$ cat config.mk
export PLATFORM = sky130hd
export DESIGN_NAME = stage_if
export DESIGN_NICKNAME = d
export VERILOG_FILES = /design/src/rtl/stage_if.sv
export SDC_FILE = /design/constraint.sdc
export NUM_CORES = 1
export LEC_CHECK = 0
export CAP_MARGIN = 10
export CORE_MARGIN = 2
export CORE_UTILIZATION = 47
export CTS_BUF_LIST = sky130_fd_sc_hd__clkbuf_4
export CTS_CLUSTER_DIAMETER = 100
export DETAILED_ROUTE_END_ITERATION = 8
export GPL_TIMING_DRIVEN = 0
export PLACE_DENSITY_LB_ADDON = 0.1
export SLEW_MARGIN = 20
export SYNTH_ARGS = -nofsm -noshare
export SYNTH_HDL_FRONTEND = slang
export SYNTH_SLANG_ARGS = --single-unit
$ cat constraint.sdc
create_clock -name cpu_clk_50M -period 2.8 [get_ports cpu_clk_50M]
set_input_delay 0.56 -clock cpu_clk_50M [delete_from_list [all_inputs] [get_ports cpu_clk_50M]]
set_output_delay 0.56 -clock cpu_clk_50M [all_outputs]
set_load 0.05 [all_outputs]
$ cat src/rtl/stage_if.sv
// stage_if: MIPS instruction fetch with the IF/ID register built in.
// Branch delay slot is always fetched and presented; redirects never squash.
module stage_if #(
    parameter logic [31:0] RESET_PC = 32'h0000_0000
) (
    input  logic        cpu_clk_50M,
    input  logic        cpu_rst,
    output logic        ice,
    output logic [31:0] iaddr,
    input  logic [31:0] inst,
    input  logic        id_stop,
    input  logic [2:0]  jsel,
    input  logic [31:0] branch_addr,
    input  logic [31:0] jc_addr,
    input  logic [31:0] j_addr,
    output logic [31:0] if_o_pc,
    output logic [31:0] if_o_pc_4,
    output logic [31:0] if_o_instr,
    output logic        if_o_valid
);

    localparam logic [31:0] NONE = 32'h0000_0000;

    typedef struct packed {
        logic [31:0] pc;
        logic        valid;
    } if_id_t;

    logic [31:0] pc_f;
    if_id_t      if_id;
    logic [31:0] hold_instr;
    logic        hold_valid;

    logic [2:0]  jsel_v;
    logic [31:0] target;
    logic [31:0] next_pc;

    // A bubble in decode cannot request a redirect.
    assign jsel_v = if_id.valid ? jsel : 3'b000;

    always_comb begin
        target = pc_f + 32'd4;
        priority case (1'b1)
            jsel_v[0]: target = branch_addr;
            jsel_v[1]: target = jc_addr;
            jsel_v[2]: target = j_addr;
            default:   target = pc_f + 32'd4;
        endcase
        next_pc = {target[31:2], 2'b00};
    end

    always_ff @(posedge cpu_clk_50M) begin
        if (cpu_rst) begin
            pc_f       <= RESET_PC;
            if_id.pc   <= RESET_PC;
            if_id.valid <= 1'b0;
            hold_instr <= NONE;
            hold_valid <= 1'b0;
        end else if (!id_stop) begin
            pc_f        <= next_pc;
            if_id.pc    <= pc_f;
            if_id.valid <= 1'b1;
            hold_valid  <= 1'b0;
        end else if (!hold_valid) begin
            // ROM keeps reading pc_f, so the live word must be parked here.
            hold_instr <= inst;
            hold_valid <= 1'b1;
        end
    end

    assign ice   = ~cpu_rst;
    assign iaddr = pc_f;

    assign if_o_pc    = if_id.pc;
    assign if_o_pc_4  = if_id.pc + 32'd4;
    assign if_o_valid = if_id.valid;
    assign if_o_instr = !if_id.valid ? NONE
                      : hold_valid   ? hold_instr
                      : inst;

endmodule

==> flow_summary.yaml <==
status:
  status: "finished, violations left"
  violations: "design-rule violations, negative setup slack"
clocking:
  cts_tree: "built"
  clkLatencyLatePin_ps: 470
  tritoncts_num_sinks: 94
  cts_max_path_buffers: 2
  cts.reportedPaths.clkPinSlew_ps: 140
  tritoncts_buffer_count: 9
  clk_root_buffer_cell: "sky130_fd_sc_hd__clkbuf_4"
  clock_tree.htree_level_count: 3
worst_setup_path:
  regToRegStartpoint: "iaddr[2]"
  crit_required_ps: 2240
  crit_path_launch: "if_o_pc[4]"
  critical_path_startpoint_category: "register"
  critPathMaxFanout: 6
  timing_worst_setup_path_type: "reg -> out"
  reg2reg_setup_slack_ps: 530
  cp_data_arrival_time_ps: 2300
  critical_path.endpoint_type: "primary output"
route:
  ant_nets: 0
  drt_pass1_iterations: 8
  detail_route.drc_violations: 1
  route.vias.total: 6942
  routedWlPerCell_um: 18.46
  met1_length_um: 8480
  route.detailed.vias_per_inst: 5.681
  dr_wl_met2_um: 10970
  top_signal_layer_used: "met4"
  first_iter_violations: 702
  totalWireLength_um: 22560
  met3_wirelength_um: 2364
timing:
  max_slew.worst_pin.slew_ps: 701.2
  rsz0062_at_grt: "yes"
  max_slew_margin_pct: 53.17
  setup_viol_count_final: 9
  timing.clock.skew_ps: 15.96
  fin_ws_ps: -59.10
  post-route-period-util_pct: 102.1
  final_hold_viol_count: 0
  timing.fmax_mhz: 349.8
  holdWs_ps: 464.0
  timing.final.max_slew_violations: 0
  min_tclk_post_route_ps: 2859
hold_path:
  worstHoldPathType: "reg -> reg"
  timing.hold.worst.start: "hold_instr[22]"
final_layout:
  final.fill_count: 926
  layout.cells.most_common: "sky130_fd_sc_hd__clkdlybuf4s50_1"
  area_growth_pct: 58.84
  final_layout_size_suffix_gt1_share_pct: 16.62
  design.final.nets: 1184
  layout_common_cells: "sky130_fd_sc_hd__clkdlybuf4s50_1 (192), sky130_fd_sc_hd__nand2_1 (109), sky130_fd_sc_hd__nor2_1 (99)"
floorplan:
  die_height_um: 115.6
  area_of_the_placeable_core_sq_um: 12060
  total_die_area_sq_um: 13360
  die_width_um: 115.6
  design.portCount: 264
  core.rowCount: 40
  floorplan.initialDensity_pct: 48.52
logic_synthesis:
  synth_cell_type_count: 61
  synth_area_sq_um: 5852
  postSynth.topFlopCell: "sky130_fd_sc_hd__dfxtp_1"
  ys_seq_area_share_pct: 32.16
  netlist_instances: 769
  yosys_warning_total: 0
  synth-seq-cells: 94
  synth_edf_count: 0
  synth_async_sr_flop_share_pct: 0
  synthesis.area_per_instance_sq_um: 7.610
global_routing:
  grt_pass1_vias: 6464
  grt_remaining_overflow: 0
  grt_usage_pct: 32.11
  antenna_found_initial: 1
  pin_count_of_the_biggest_net_entering_global_routing: 16
  grt_pass1_wl_um: 33590
power_and_ir_drop:
  power.density_cell_area_nw_per_um2: 381.9
  leakage_nw: 3.645
  power.ir.vdd_worst_uv: 250.6
  power_w: 0.003550
place:
  port_buffers: 249
  place.detailed.hpwl_um: 16350
  gpl.final_weighted_congestion: 0.9755
job:
  drv_cap: 0
==> critical path, cell delays in order, from the launching register on <==
cell                            delay (ps)
sky130_fd_sc_hd__dfxtp_2               450
sky130_fd_sc_hd__nand3_4               150
sky130_fd_sc_hd__nor2_1                270
sky130_fd_sc_hd__nand3_1               160
sky130_fd_sc_hd__xnor2_1               240
sky130_fd_sc_hd__dlygate4sd2_1         560
==> report_power, final <==
part           internal [W]  switching [W]
registers           0.00141      0.0000991
clock network      0.000371       0.000486
logic              0.000479       0.000709
==> kinds of logic (layout without fill, tap and decap cells) <==
logic type | after synthesis | in the layout | synth area share, %
other cells | 1 | 7 | 0.06408
mux | 64 | 64 | 10.97
xor+xnor | 40 | 40 | 5.987
fa+ha+maj | 2 | 2 | 0.4276
simple gates | 312 | 312 | 25.04
compound gates | 175 | 175 | 19.44
flops | 94 | 94 | 32.16
buf+inv | 81 | 360 | 5.922
==> what timing repair did <==
item	in CTS	in global routing
hold buffers	0	0
gates resized for setup	248	27
gates cloned	0	0
setup endpoints to repair	59	51
pin swaps	5	7
setup buffers	7	9
==> worst paths after layout <==
kind / end / cells past startpoint
worst min-delay path: hold_instr[22] / 2
worst max-delay path: if_o_pc_4[13] / 5
worst max register to register: iaddr[26] / 6
worst min register to register: hold_instr[22] / 2
==> registers in the layout, summed over array words and instances, names as in the netlist <==
name        cells
hold_instr     32
iaddr          30
if_o_valid      1
hold_valid      1
if_o_pc        30
==> metal layers <==
layer | track usage [%] | vias to the layer above
li1 | - | 3273
met1 | 38.88 | 3186
met2 | 54.54 | 416
met3 | 7.741 | 67
met4 | 13.57 | 0
met5 | 0 | -
==> cell usage after synthesis, types with 4 or more instances <==
| cell type | n | share of area [%] |
|---|---|---|
| sky130_fd_sc_hd__o31ai_1 | 4 | 0.51 |
| sky130_fd_sc_hd__o211ai_1 | 10 | 1.3 |
| sky130_fd_sc_hd__xor2_1 | 15 | 2.2 |
| sky130_fd_sc_hd__nor3_1 | 13 | 1.1 |
| sky130_fd_sc_hd__a31o_2 | 4 | 0.60 |
| sky130_fd_sc_hd__and3_1 | 11 | 1.2 |
| sky130_fd_sc_hd__a211oi_1 | 6 | 0.77 |
| sky130_fd_sc_hd__o22ai_1 | 9 | 0.96 |
| sky130_fd_sc_hd__nand2_1 | 111 | 7.1 |
| sky130_fd_sc_hd__nand4_1 | 15 | 1.6 |
| sky130_fd_sc_hd__inv_1 | 14 | 0.90 |
| sky130_fd_sc_hd__nor4_1 | 4 | 0.43 |
| sky130_fd_sc_hd__nand3_1 | 22 | 1.9 |
| sky130_fd_sc_hd__a221oi_1 | 7 | 1.0 |
| sky130_fd_sc_hd__o221ai_1 | 8 | 1.2 |
| sky130_fd_sc_hd__buf_4 | 6 | 0.77 |
| sky130_fd_sc_hd__xnor2_1 | 25 | 3.7 |
| sky130_fd_sc_hd__mux2i_1 | 63 | 11 |
| sky130_fd_sc_hd__a22oi_1 | 10 | 1.3 |
| sky130_fd_sc_hd__a31oi_1 | 4 | 0.43 |
| sky130_fd_sc_hd__nor2_1 | 99 | 6.4 |
| sky130_fd_sc_hd__and2_1 | 4 | 0.43 |
| sky130_fd_sc_hd__clkbuf_1 | 40 | 2.6 |
| sky130_fd_sc_hd__o21ai_0 | 24 | 2.1 |
| sky130_fd_sc_hd__dfxtp_1 | 94 | 32 |
| sky130_fd_sc_hd__and4_1 | 4 | 0.60 |
| sky130_fd_sc_hd__buf_1 | 4 | 0.26 |
| sky130_fd_sc_hd__a21oi_1 | 63 | 5.4 |
| sky130_fd_sc_hd__nor2b_1 | 10 | 1.1 |
| sky130_fd_sc_hd__buf_2 | 14 | 1.2 |
==> stage by stage <==
stage / utilization [%] / worst slack, ps / setup TNS [ps] / instances / instance area (sq um)
final: 77.06 / -59.10 / -280.3 / 1222 / 9295
after global routing: 77.06 / -122.0 / -930.3 / 1222 / 9295
after CTS: 75.99 / -116.2 / -618.2 / 1214 / 9165
after detailed placement: 73.05 / -655.2 / -10590 / 1191 / 8811
after global placement: 73.05 / -627.7 / -9937 / 1191 / 8811
after floorplan: - / -152.4 / -254.7 / 774 / 6108
==> layout make-up <==
type,count,area [sq um],share of cell area (%)
well taps,168,210.2,2.261
plain buffers,64,292.8,3.150
diodes,1,2.502,0.02692
repair buffers,265,2639,28.39
clock inverters,6,86.33,0.9288
clock buffers,10,75.07,0.8076
inverters,15,56.30,0.6057
flip-flops and latches,94,1927,20.73
multi-input cells,599,4006,43.10
(Power assumes the default switching activity.)
